--- config.mk ---
export PLATFORM = sky130hd
export DESIGN_NAME = enc16to4_scan_activelow_flat
export DESIGN_NICKNAME = d
export VERILOG_FILES = /design/src/rtl/enc_scan_pkg.sv /design/src/rtl/enc16to4_scan_activelow_if.sv /design/src/rtl/enc4to2_activelow.sv /design/src/rtl/enc16to4_scan_activelow.sv /design/src/flat_wrapper.sv
export SDC_FILE = /design/constraint.sdc
export NUM_CORES = 1
export LEC_CHECK = 0
export CAP_MARGIN = 20
export CORE_MARGIN = 2
export CORE_UTILIZATION = 30
export DETAILED_ROUTE_END_ITERATION = 8
export SLEW_MARGIN = 15
export SYNTH_ARGS = -nofsm -noshare
export SYNTH_HDL_FRONTEND = slang
export SYNTH_SLANG_ARGS = --single-unit
--- constraint.sdc ---
create_clock -name clk -period 5.23 [get_ports clk]
set_input_delay 1.046 -clock clk [delete_from_list [all_inputs] [get_ports clk]]
set_output_delay 1.046 -clock clk [all_outputs]
set_load 0.02 [all_outputs]
--- src/rtl/enc_scan_pkg.sv ---
// rtl/enc_scan_pkg.sv - shared widths, FSM state type and popcount helper for the 16-to-4 scan encoder
package enc_scan_pkg;

    localparam int REQ_W  = 16;
    localparam int CODE_W = 4;
    localparam int GRP_W  = 4;
    localparam int CNT_W  = CODE_W + 1;

    typedef enum logic [0:0] {
        IDLE = 1'b0,
        EMIT = 1'b1
    } state_e;

    function automatic logic [CNT_W-1:0] popcount(input logic [REQ_W-1:0] v);
        logic [CNT_W-1:0] c;
        c = '0;
        for (int i = 0; i < REQ_W; i++) begin
            c = c + CNT_W'(v[i]);
        end
        return c;
    endfunction

endpackage

--- src/rtl/enc16to4_scan_activelow_if.sv ---
// rtl/enc16to4_scan_activelow_if.sv - request capture / index handshake bundle; cnt present only with ENC_COUNT_EN
interface enc16to4_scan_activelow_if;
    import enc_scan_pkg::*;

    logic [REQ_W-1:0]  nreq;
    logic              load;
    logic              busy;
    logic [CODE_W-1:0] code;
    logic              valid;
    logic              ready;
    logic              done;
    logic              none;
`ifdef ENC_COUNT_EN
    logic [CNT_W-1:0]  cnt;

    modport master (
        output nreq, load, ready,
        input  busy, code, valid, done, none, cnt
    );

    modport slave (
        input  nreq, load, ready,
        output busy, code, valid, done, none, cnt
    );
`else
    modport master (
        output nreq, load, ready,
        input  busy, code, valid, done, none
    );

    modport slave (
        input  nreq, load, ready,
        output busy, code, valid, done, none
    );
`endif

endinterface

--- src/rtl/enc4to2_activelow.sv ---
// rtl/enc4to2_activelow.sv - combinational 4-to-2 priority encoder, active-low inputs and active-low none
module enc4to2_activelow (
    input  logic [3:0] nreq_i,
    input  logic       lsb_first_i,
    output logic [1:0] code_o,
    output logic       none_n_o
);

    logic [3:0] req;

    assign req      = ~nreq_i;
    assign none_n_o = |req;

    // Later loop iterations overwrite earlier ones, so the last hit wins.
    always_comb begin
        code_o = 2'd0;
        if (lsb_first_i) begin
            for (int i = 3; i >= 0; i--) begin
                if (req[i]) code_o = 2'(i);
            end
        end else begin
            for (int i = 0; i < 4; i++) begin
                if (req[i]) code_o = 2'(i);
            end
        end
    end

endmodule

--- src/rtl/enc16to4_scan_activelow.sv ---
// rtl/enc16to4_scan_activelow.sv - captures active-low requests and emits one index per handshake; ENC_COUNT_EN adds cnt
module enc16to4_scan_activelow #(
    parameter bit LSB_FIRST = 1'b1
) (
    input  logic                        clk,
    input  logic                        rstn,
    enc16to4_scan_activelow_if.slave    bus
);
    import enc_scan_pkg::*;

    localparam int NGRP = REQ_W / GRP_W;

    state_e            state_q, state_d;
    logic [REQ_W-1:0]  pend_q, pend_d;
    logic              done_q, done_d;
    logic              none_q, none_d;

    logic [NGRP-1:0]   grp_none_n;
    logic [1:0]        nib_code [NGRP];
    logic [1:0]        grp_code;
    logic              grp_any;
    logic [CODE_W-1:0] cur_code;
    logic              valid;

    for (genvar g = 0; g < NGRP; g++) begin : g_nib
        enc4to2_activelow u_nib (
            .nreq_i      (~pend_q[g*GRP_W +: GRP_W]),
            .lsb_first_i (LSB_FIRST),
            .code_o      (nib_code[g]),
            .none_n_o    (grp_none_n[g])
        );
    end

    // A group counts as a request at this level when its nibble is non-empty.
    enc4to2_activelow u_grp (
        .nreq_i      (~grp_none_n),
        .lsb_first_i (LSB_FIRST),
        .code_o      (grp_code),
        .none_n_o    (grp_any)
    );

    assign cur_code = {grp_code, nib_code[grp_code]};
    assign valid    = (state_q == EMIT) && grp_any;

    always_comb begin
        state_d = state_q;
        pend_d  = pend_q;
        done_d  = 1'b0;
        none_d  = 1'b0;
        unique case (state_q)
            IDLE: begin
                if (bus.load) begin
                    pend_d = ~bus.nreq;
                    if (bus.nreq == '1) begin
                        none_d = 1'b1;
                    end else begin
                        state_d = EMIT;
                    end
                end
            end
            EMIT: begin
                if (valid && bus.ready) begin
                    pend_d = pend_q & ~(REQ_W'(1) << cur_code);
                    if (pend_d == '0) begin
                        state_d = IDLE;
                        done_d  = 1'b1;
                    end
                end
            end
            default: state_d = IDLE;
        endcase
    end

    always_ff @(posedge clk) begin
        if (!rstn) begin
            state_q <= IDLE;
            pend_q  <= '0;
            done_q  <= 1'b0;
            none_q  <= 1'b0;
        end else begin
            state_q <= state_d;
            pend_q  <= pend_d;
            done_q  <= done_d;
            none_q  <= none_d;
        end
    end

    assign bus.busy  = (state_q == EMIT);
    assign bus.valid = valid;
    assign bus.code  = valid ? cur_code : '0;
    assign bus.done  = done_q;
    assign bus.none  = none_q;
`ifdef ENC_COUNT_EN
    assign bus.cnt   = popcount(pend_q);
`endif

endmodule

--- src/flat_wrapper.sv ---
// flat-port wrapper written by rule: the top's interface ports become plain ports
module enc16to4_scan_activelow_flat import enc_scan_pkg::*;
#(
    parameter bit LSB_FIRST = 1'b1
)
  (clk, rstn, bus_nreq, bus_load, bus_ready, bus_busy, bus_code, bus_valid, bus_done, bus_none);
  enc16to4_scan_activelow_if bus_i ();
  input  logic clk;
  input  logic rstn;
  input wire logic [$bits(bus_i.nreq)-1:0] bus_nreq;
  input wire logic [$bits(bus_i.load)-1:0] bus_load;
  input wire logic [$bits(bus_i.ready)-1:0] bus_ready;
  output wire logic [$bits(bus_i.busy)-1:0] bus_busy;
  output wire logic [$bits(bus_i.code)-1:0] bus_code;
  output wire logic [$bits(bus_i.valid)-1:0] bus_valid;
  output wire logic [$bits(bus_i.done)-1:0] bus_done;
  output wire logic [$bits(bus_i.none)-1:0] bus_none;
  assign bus_i.nreq = bus_nreq;
  assign bus_i.load = bus_load;
  assign bus_i.ready = bus_ready;
  assign bus_busy = bus_i.busy;
  assign bus_code = bus_i.code;
  assign bus_valid = bus_i.valid;
  assign bus_done = bus_i.done;
  assign bus_none = bus_i.none;
  enc16to4_scan_activelow #(.LSB_FIRST(LSB_FIRST)) u_core (.clk(clk), .rstn(rstn), .bus(bus_i));
endmodule
==> results of run 1 <==
-- cell type report --
cell class	instances	area, sq um	share of cell area (%)
well taps	54	67.6	3.84
flip-flops and latches	19	380	21.6
multi-input cells	158	971	55.2
repair buffers	27	270	15.4
inverters	7	26.3	1.49
clock buffers	4	45.0	2.56
-- worst min-delay path, cell delays in order (launching register included) --
cell and delay (ns):
sky130_fd_sc_hd__dfxtp_1 0.36, sky130_fd_sc_hd__o21ai_0 0.10, sky130_fd_sc_hd__a21oi_1 0.06
-- sequential cells by signal, summed over array words and instances (netlist names) --
signal and count:
u_core.bus.busy 1, u_core.bus.none 1, u_core.pend_q 16, u_core.bus.done 1
-- cell families (layout without fill, tap and decap cells) --
| logic type | after synthesis | in the layout | share of synthesized area, % |
|---|---|---|---|
| buf+inv | 17 | 38 | 5.84 |
| simple gates | 79 | 79 | 30.5 |
| flops | 19 | 19 | 26.5 |
| compound gates | 78 | 78 | 36.4 |
| fa+ha+maj | 1 | 1 | 0.697 |
-- synth_stat cells, drive strengths merged (2+ instances only) --
| cell | n | area [sq um] |
|---|---|---|
| nor4 | 6 | 68.8 |
| nor2 | 28 | 105 |
| o2111ai | 2 | 17.5 |
| o31ai | 4 | 30.0 |
| inv | 7 | 26.3 |
| a21o | 2 | 15.0 |
| or4 | 5 | 37.5 |
| nand2 | 11 | 43.8 |
| nand4 | 5 | 31.3 |
| o22ai | 3 | 18.8 |
| buf | 4 | 35.0 |
| nor2b | 4 | 25.0 |
| clkbuf | 6 | 22.5 |
| a211oi | 3 | 35.0 |
| a21boi | 2 | 15.0 |
| nand2b | 2 | 12.5 |
| a21oi | 21 | 109 |
| o21ai | 17 | 85.1 |
| a31oi | 3 | 18.8 |
| o21a | 7 | 52.6 |
| nor3 | 5 | 25.0 |
| o31a | 3 | 26.3 |
| or2 | 7 | 46.3 |
| dfxtp | 19 | 380 |
| and2 | 3 | 20.0 |
| o41ai | 3 | 26.3 |
-- path summary, 6_finish.rpt --
path                              endpoint  slack (ns)  cells after the start
max                            bus_code[1]        1.25                      6
min          u_core.pend_q[1]$_SDFFE_PN0P_        0.57                      2
max reg2reg     u_core.bus.busy$_SDFF_PN0_        2.12                      7
min reg2reg  u_core.pend_q[1]$_SDFFE_PN0P_        0.57                      2
-- power groups by stage --
stage	clock (mW)	sequential [mW]	combinational (mW)
final	0.106	0.172	0.186
after global placement	0	0.175	0.184
after floorplan	0	0.168	0.137
after global routing	0.117	0.174	0.204
after CTS	0.109	0.171	0.184
after detailed placement	0	0.175	0.182
-- stage by stage --
step,hold WS (ns),setup slack [ns]
final,0.569,1.25
after global routing,0.615,1.14
after CTS,0.569,1.26
after detailed placement,0.556,1.56
after global placement,0.548,1.59
after floorplan,0.505,2.28
-- cells in the final DEF, fill, tap and decap left out, types with 2 or more instances in the layout --
master,synthesis,final
sky130_fd_sc_hd__inv_1,7,7
sky130_fd_sc_hd__o21a_1,7,7
sky130_fd_sc_hd__nand2b_1,2,2
sky130_fd_sc_hd__or2_2,6,6
sky130_fd_sc_hd__o31ai_1,4,4
sky130_fd_sc_hd__nand4_1,5,5
sky130_fd_sc_hd__a31oi_1,3,3
sky130_fd_sc_hd__a21oi_1,20,20
sky130_fd_sc_hd__nor2b_1,4,4
sky130_fd_sc_hd__dfxtp_1,19,19
sky130_fd_sc_hd__o31a_1,3,3
sky130_fd_sc_hd__nand2_1,10,10
sky130_fd_sc_hd__nor2_1,28,28
sky130_fd_sc_hd__or4_1,5,5
sky130_fd_sc_hd__o41ai_1,3,3
sky130_fd_sc_hd__clkbuf_8,0,3
sky130_fd_sc_hd__nor4_2,5,5
sky130_fd_sc_hd__a21boi_0,2,2
sky130_fd_sc_hd__o21ai_0,15,15
sky130_fd_sc_hd__a211oi_1,2,2
sky130_fd_sc_hd__nor3_1,5,5
sky130_fd_sc_hd__o22ai_1,3,3
sky130_fd_sc_hd__o21ai_1,2,2
sky130_fd_sc_hd__and2_1,2,2
sky130_fd_sc_hd__o2111ai_1,2,2
sky130_fd_sc_hd__clkdlybuf4s50_1,0,27
sky130_fd_sc_hd__a21o_1,2,2
-- routing by layer --
metal | track usage [%] | up-vias | wire length [um]
li1 | - | 773 | -
met1 | 22.0 | 725 | 1890
met2 | 27.1 | 70 | 1970
met3 | 2.62 | 16 | 286
met4 | 8.23 | 0 | 156
met5 | 0 | - | 0
==> flow_summary.rst, run 1 <==
.. list-table::
   :header-rows: 1

   * - Metric
     - Value
   * - Run status
     - completed
   * - Number of inserted filler cells in the final layout
     - 486
   * - Detailed Route Iter0 Violations
     - 95
   * - Final design instance area without fill
     - 1760 sq um
   * - Data arrival at the endpoint of the critical path
     - 2.93 ns
   * - Cell area after synthesis
     - 1440 sq um
   * - Sequential cell fraction of total power
     - 37.0%
   * - Number of remaining DRC errors
     - 0
   * - Critical path startpoint category
     - flop
   * - Min-delay src
     - u_core.pend_q[1]$_SDFFE_PN0P_
   * - FFs w/ async S/R, synth
     - 0%
   * - Number of cells upsized or downsized after cts
     - 0
   * - Fraction of final layout cells sized beyond drive strength 1
     - 9.30%
   * - Clk slew on worst S/H paths
     - 0.08 ns
   * - Total congestion overflow after global routing
     - 0
   * - Maximum level of the CTS H-tree
     - 1
   * - Last weighted congestion value of the routability-driven placer
     - 0.924
   * - Worst EP required
     - 4.18 ns
   * - Pins Over Slew Limit
     - 0
   * - Number of nets in the finished design
     - 236
   * - Final Hold Vio Count
     - 0
   * - Power density relative to cell area
     - 264 nW/um^2
   * - Vias in the first global route
     - 1483
   * - Die width
     - 73.2 um
   * - Synthesis-to-layout area growth
     - 22.7%
   * - Instance area at placement
     - 1720 sq um
   * - Combinational group share of total power
     - 40.2%
   * - Via count normalized by instance count
     - 5.89
   * - Routed WL per cell
     - 16.0 um
   * - TritonCTS Buffers
     - 3
   * - Synth Area per Inst
     - 7.40 sq um
   * - Ports
     - 28
   * - Maximum fanout count along the critical path
     - 11
   * - Number of clock sinks
     - 19
   * - Root Buffer
     - sky130_fd_sc_hd__clkbuf_8
   * - Count of inserted antenna diode cells
     - 0
   * - Most frequently used flop master after synthesis
     - sky130_fd_sc_hd__dfxtp_1
   * - Min cycle time layout
     - 3.98 ns
   * - Number of enable flip-flop cells after synthesis
     - 0
   * - DPL Wire Length
     - 3260 um
   * - Number of detailed-route iterations in the first pass
     - 4
   * - Max Buffers Root-to-Sink
     - 2
   * - Starting Density
     - 30.8%
   * - Switching part of the total power
     - 39.1%
   * - Actual transition at the worst max-transition pin
     - 0.715 ns
   * - Crit share post-route
     - 76.1%
   * - Hold Path Class
     - reg -> reg
   * - Maximum number of pins on one net before global-route repair
     - 21
   * - Origin of the critical flop-to-flop path
     - u_core.pend_q[0]$_SDFFE_PN0P_
   * - Cell type group with the largest total delay on the critical path
     - simple AND/OR/NAND/NOR gates
   * - Die H
     - 73.2 um
   * - DP Cell Count
     - 265
   * - Aggregate global-route resource usage
     - 16.9%
   * - Final setup violation count
     - 0
   * - Endpoint kind of the worst setup timing path
     - output port
   * - Rows
     - 25
   * - Maximum clock frequency
     - 251 MHz
   * - Cell at the slowest stage of the critical path
     - sky130_fd_sc_hd__or4_1
   * - Total power draw
     - 464 uW
   * - Post-CTS Hold Fix Bufs
     - 0
   * - Unrepaired setup endpoints after global routing
     - no
   * - Area of the die
     - 5350 sq um
   * - Flip-flop and latch count after synthesis
     - 19
   * - Post-DRT Antenna Nets
     - 0
   * - Clock latency reported for the late side of the worst-skew pair
     - 0.26 ns
   * - Syn Inst Count
     - 194
   * - CP bufs+invs
     - 1
   * - Cells along the critical path
     - or4_1 > a211oi_4 > a21oi_2 > or2_4 > nor2_1 > clkdlybuf4s50_1
   * - IO buf count
     - 27
   * - Leakage power
     - 0.591 nW
   * - Largest clock skew in the final design
     - 0.00133 ns
   * - Cell-internal power
     - 283 uW
   * - Delay contributed by the slowest stage of the critical path
     - 0.74 ns
   * - Area of the core
     - 4660 sq um
   * - Clock tree from TritonCTS
     - yes
   * - Final Non-Filler Cells
     - 269
   * - Global-route wire length before repair
     - 7040 um
   * - Worst slew margin
     - 52.0%
   * - Initial antenna violation count
     - 0
   * - Share of the core filled with cells
     - 37.8%
   * - Post-CTS Setup Inserts
     - 0
   * - Largest vdd supply drop
     - 0.138 mV
   * - Syn. warnings
     - 0
   * - Proportion of synthesized chip area in sequential cells
     - 26.5%
   * - TNS Setup
     - 0 ns
   * - DRT Wirelength
     - 4300 um
   * - Fraction of power consumed by the clock network
     - 22.8%
   * - Number of distinct library cells after synthesis
     - 47
   * - Category of the critical setup timing path
     - reg -> out
   * - Max Cap Violations
     - 0
   * - Net switching power figure
     - 181 uW
   * - Synth Net Count
     - 214
   * - Via count
     - 1584
   * - Critical path launch point
     - u_core.pend_q[0]$_SDFFE_PN0P_
Power figures use the tool's default switching activity.
==> run 2: changes to the inputs <==
==> constraint.sdc (replaced) <==
create_clock -name clk -period 4.1 [get_ports clk]
set_input_delay 0.82 -clock clk [delete_from_list [all_inputs] [get_ports clk]]
set_output_delay 0.82 -clock clk [all_outputs]
set_load 0.02 [all_outputs]
==> run 2 against run 1 <==
  * Flip-flop and latch count did not move
  * Global-route usage barely moved
  * Combinational power rose by 33%
  * Register-to-register slack got worse by 1.2 ns
  * Cell area rose by 1.7%
  * Critical path depth did not move
  * Clock-buffer cell count did not move
  * Routed wire length rose by 0.23%
  * Setup slack got worse by 0.94 ns
  * Final cell count rose by 1.5%
  * Non-clock buffer count rose by 4
  * First-iteration DRC count fell by 38%
  * Critical endpoint unchanged
  * Largest power group unchanged
==> flow_summary.rst, run 2 (synthesis results as in run 1) <==
.. list-table::
   :header-rows: 1

   * - Metric
     - Value
   * - Run status
     - completed
   * - Worst slew margin
     - 53.9%
   * - Origin of the critical flop-to-flop path
     - u_core.pend_q[0]$_SDFFE_PN0P_
   * - Hold Path Class
     - reg -> reg
   * - Worst EP required
     - 3.28 ns
   * - Via count
     - 1529
   * - Number of inserted filler cells in the final layout
     - 490
   * - Min cycle time layout
     - 3.79 ns
   * - Number of nets in the finished design
     - 240
   * - Commonest cells after routing, fill and taps aside
     - 28 x sky130_fd_sc_hd__nor2_1, 27 x sky130_fd_sc_hd__clkdlybuf4s50_1, 20 x sky130_fd_sc_hd__a21oi_1
   * - Aggregate global-route resource usage
     - 16.9%
   * - Critical path launch point
     - u_core.pend_q[0]$_SDFFE_PN0P_
   * - Synthesis-to-layout area growth
     - 24.8%
   * - Final Hold Vio Count
     - 0
   * - Final Worst Setup Slack
     - 0.307 ns
   * - Vias in the first global route
     - 1500
   * - Largest clock skew in the final design
     - 0.00249 ns
   * - Maximum level of the CTS H-tree
     - 1
   * - Detailed Route Iter0 Violations
     - 59
   * - Number of cells upsized or downsized after cts
     - 0
   * - Reg2reg end
     - u_core.bus.busy$_SDFF_PN0_
   * - Count of inserted antenna diode cells
     - 0
   * - Clk slew on worst S/H paths
     - 0.07 ns
   * - Cells on Worst Hold Path
     - 2
   * - DPL Wire Length
     - 3250 um
   * - Initial antenna violation count
     - 0
   * - Root Buffer
     - sky130_fd_sc_hd__clkbuf_8
   * - Post-DRT Antenna Nets
     - 0
   * - Worst hold margin
     - 0.584 ns
   * - Share of the core filled with cells
     - 38.4%
   * - TNS Setup
     - 0 ns
   * - Crit share post-route
     - 92.5%
   * - Maximum fanout count along the critical path
     - 11
   * - Critical path startpoint category
     - flop
   * - Endpoint kind of the worst setup timing path
     - output port
   * - Ports
     - 28
   * - Max Cap Violations
     - 0
   * - Die H
     - 73.2 um
   * - Setup slack of the worst register-to-register path
     - 0.95 ns
   * - Clock latency reported for the late side of the worst-skew pair
     - 0.26 ns
   * - Area of the core
     - 4660 sq um
   * - Number of clock sinks
     - 19
   * - TritonCTS Buffers
     - 3
   * - Post-CTS Hold Fix Bufs
     - 0
   * - Data arrival at the endpoint of the critical path
     - 2.97 ns
   * - Die width
     - 73.2 um
   * - Category of the critical setup timing path
     - reg -> out
   * - Unrepaired setup endpoints after global routing
     - no
   * - Maximum clock frequency
     - 264 MHz
   * - Clock tree from TritonCTS
     - yes
   * - Total congestion overflow after global routing
     - 0
   * - Top register by number of flip-flops
     - u_core.pend_q
   * - Most frequent standard cell in the layout excluding fill and tap cells
     - sky130_fd_sc_hd__nor2_1
   * - Actual transition at the worst max-transition pin
     - 0.685 ns
   * - Termination of the worst setup path
     - bus_code[1]
   * - IO buf count
     - 27
   * - Post-CTS Setup Inserts
     - 0
   * - Pins Over Slew Limit
     - 0
   * - Number of detailed-route iterations in the first pass
     - 4
   * - Logic depth of the worst register-to-register path
     - 7
   * - Power density relative to cell area
     - 335 nW/um^2
   * - DRT Wirelength
     - 4310 um
   * - Worst setup timing slack at the placement stage
     - 0.619 ns
   * - Via count normalized by instance count
     - 5.60
   * - Number of flip-flops under the largest register name
     - 16
   * - Final setup violation count
     - 0
   * - Fraction of final layout cells sized beyond drive strength 1
     - 11.0%
   * - Max Buffers Root-to-Sink
     - 2
   * - Global-route wire length before repair
     - 7070 um
   * - Area of the die
     - 5350 sq um
   * - Leakage power
     - 0.610 nW
   * - Largest vdd supply drop
     - 0.143 mV
   * - Rows
     - 25
   * - Starting Density
     - 30.8%
   * - Maximum number of pins on one net before global-route repair
     - 21
   * - Number of remaining DRC errors
     - 0
   * - Last weighted congestion value of the routability-driven placer
     - 0.897
   * - Routed WL per cell
     - 15.8 um
==> run 2: cell type report <==
class	count	area, sq um	share of cell area [%]
multi-input combinational	158	971	54.2
sequential	19	380	21.2
timing repair buffer	31	300	16.8
tap	54	67.6	3.77
clock buffer	4	45.0	2.52
inverter	7	26.3	1.47
==> run 2: report_power, final <==
| part | switching (mW) | internal (mW) | total, mW |
|---|---|---|---|
| registers | 0.0192 | 0.196 | 0.215 |
| clock network | 0.0675 | 0.0693 | 0.137 |
| logic | 0.145 | 0.103 | 0.248 |
| total | 0.232 | 0.368 | 0.600 |
==> run 2: worst max-delay path: stages, from the launching register on <==
cell	delay [ns]
sky130_fd_sc_hd__dfxtp_1	0.36
sky130_fd_sc_hd__or4_1	0.74
sky130_fd_sc_hd__a211oi_4	0.41
sky130_fd_sc_hd__a21oi_2	0.17
sky130_fd_sc_hd__or2_4	0.31
sky130_fd_sc_hd__nor2_1	0.11
sky130_fd_sc_hd__clkdlybuf4s50_1	0.61
==> run 2: worst min-delay path by stage <==
| stage | to | start | slack [ns] |
|---|---|---|---|
| 2_1_floorplan | u_core.pend_q[11]$_SDFFE_PN0P_ | u_core.pend_q[11]$_SDFFE_PN0P_ | 0.51 |
| 3_3_place_gp | u_core.pend_q[1]$_SDFFE_PN0P_ | u_core.pend_q[1]$_SDFFE_PN0P_ | 0.55 |
| 3_5_place_dp | u_core.pend_q[11]$_SDFFE_PN0P_ | u_core.pend_q[11]$_SDFFE_PN0P_ | 0.55 |
| 4_1_cts | u_core.pend_q[11]$_SDFFE_PN0P_ | u_core.pend_q[11]$_SDFFE_PN0P_ | 0.57 |
| 5_1_grt | u_core.pend_q[11]$_SDFFE_PN0P_ | u_core.pend_q[11]$_SDFFE_PN0P_ | 0.63 |
| 6_report | u_core.pend_q[2]$_SDFFE_PN0P_ | u_core.pend_q[2]$_SDFFE_PN0P_ | 0.58 |
==> run 2: through the flow <==
step           area (sq um)  std cells  power, mW
2_1_floorplan          1440        194      0.390
3_3_place_gp           1750        269      0.466
3_5_place_dp           1750        269      0.464
4_1_cts                1790        273      0.601
5_1_grt                1790        273      0.635
6_report               1790        273      0.600
==> run 2: per-layer routing <==
metal	vias up	part of all wire (%)	global-route usage (%)
met5	-	0	0
met4	0	2.3	6.17
met3	10	4.9	2.49
met2	47	49	28.4
met1	695	44	21.8
li1	777	-	-
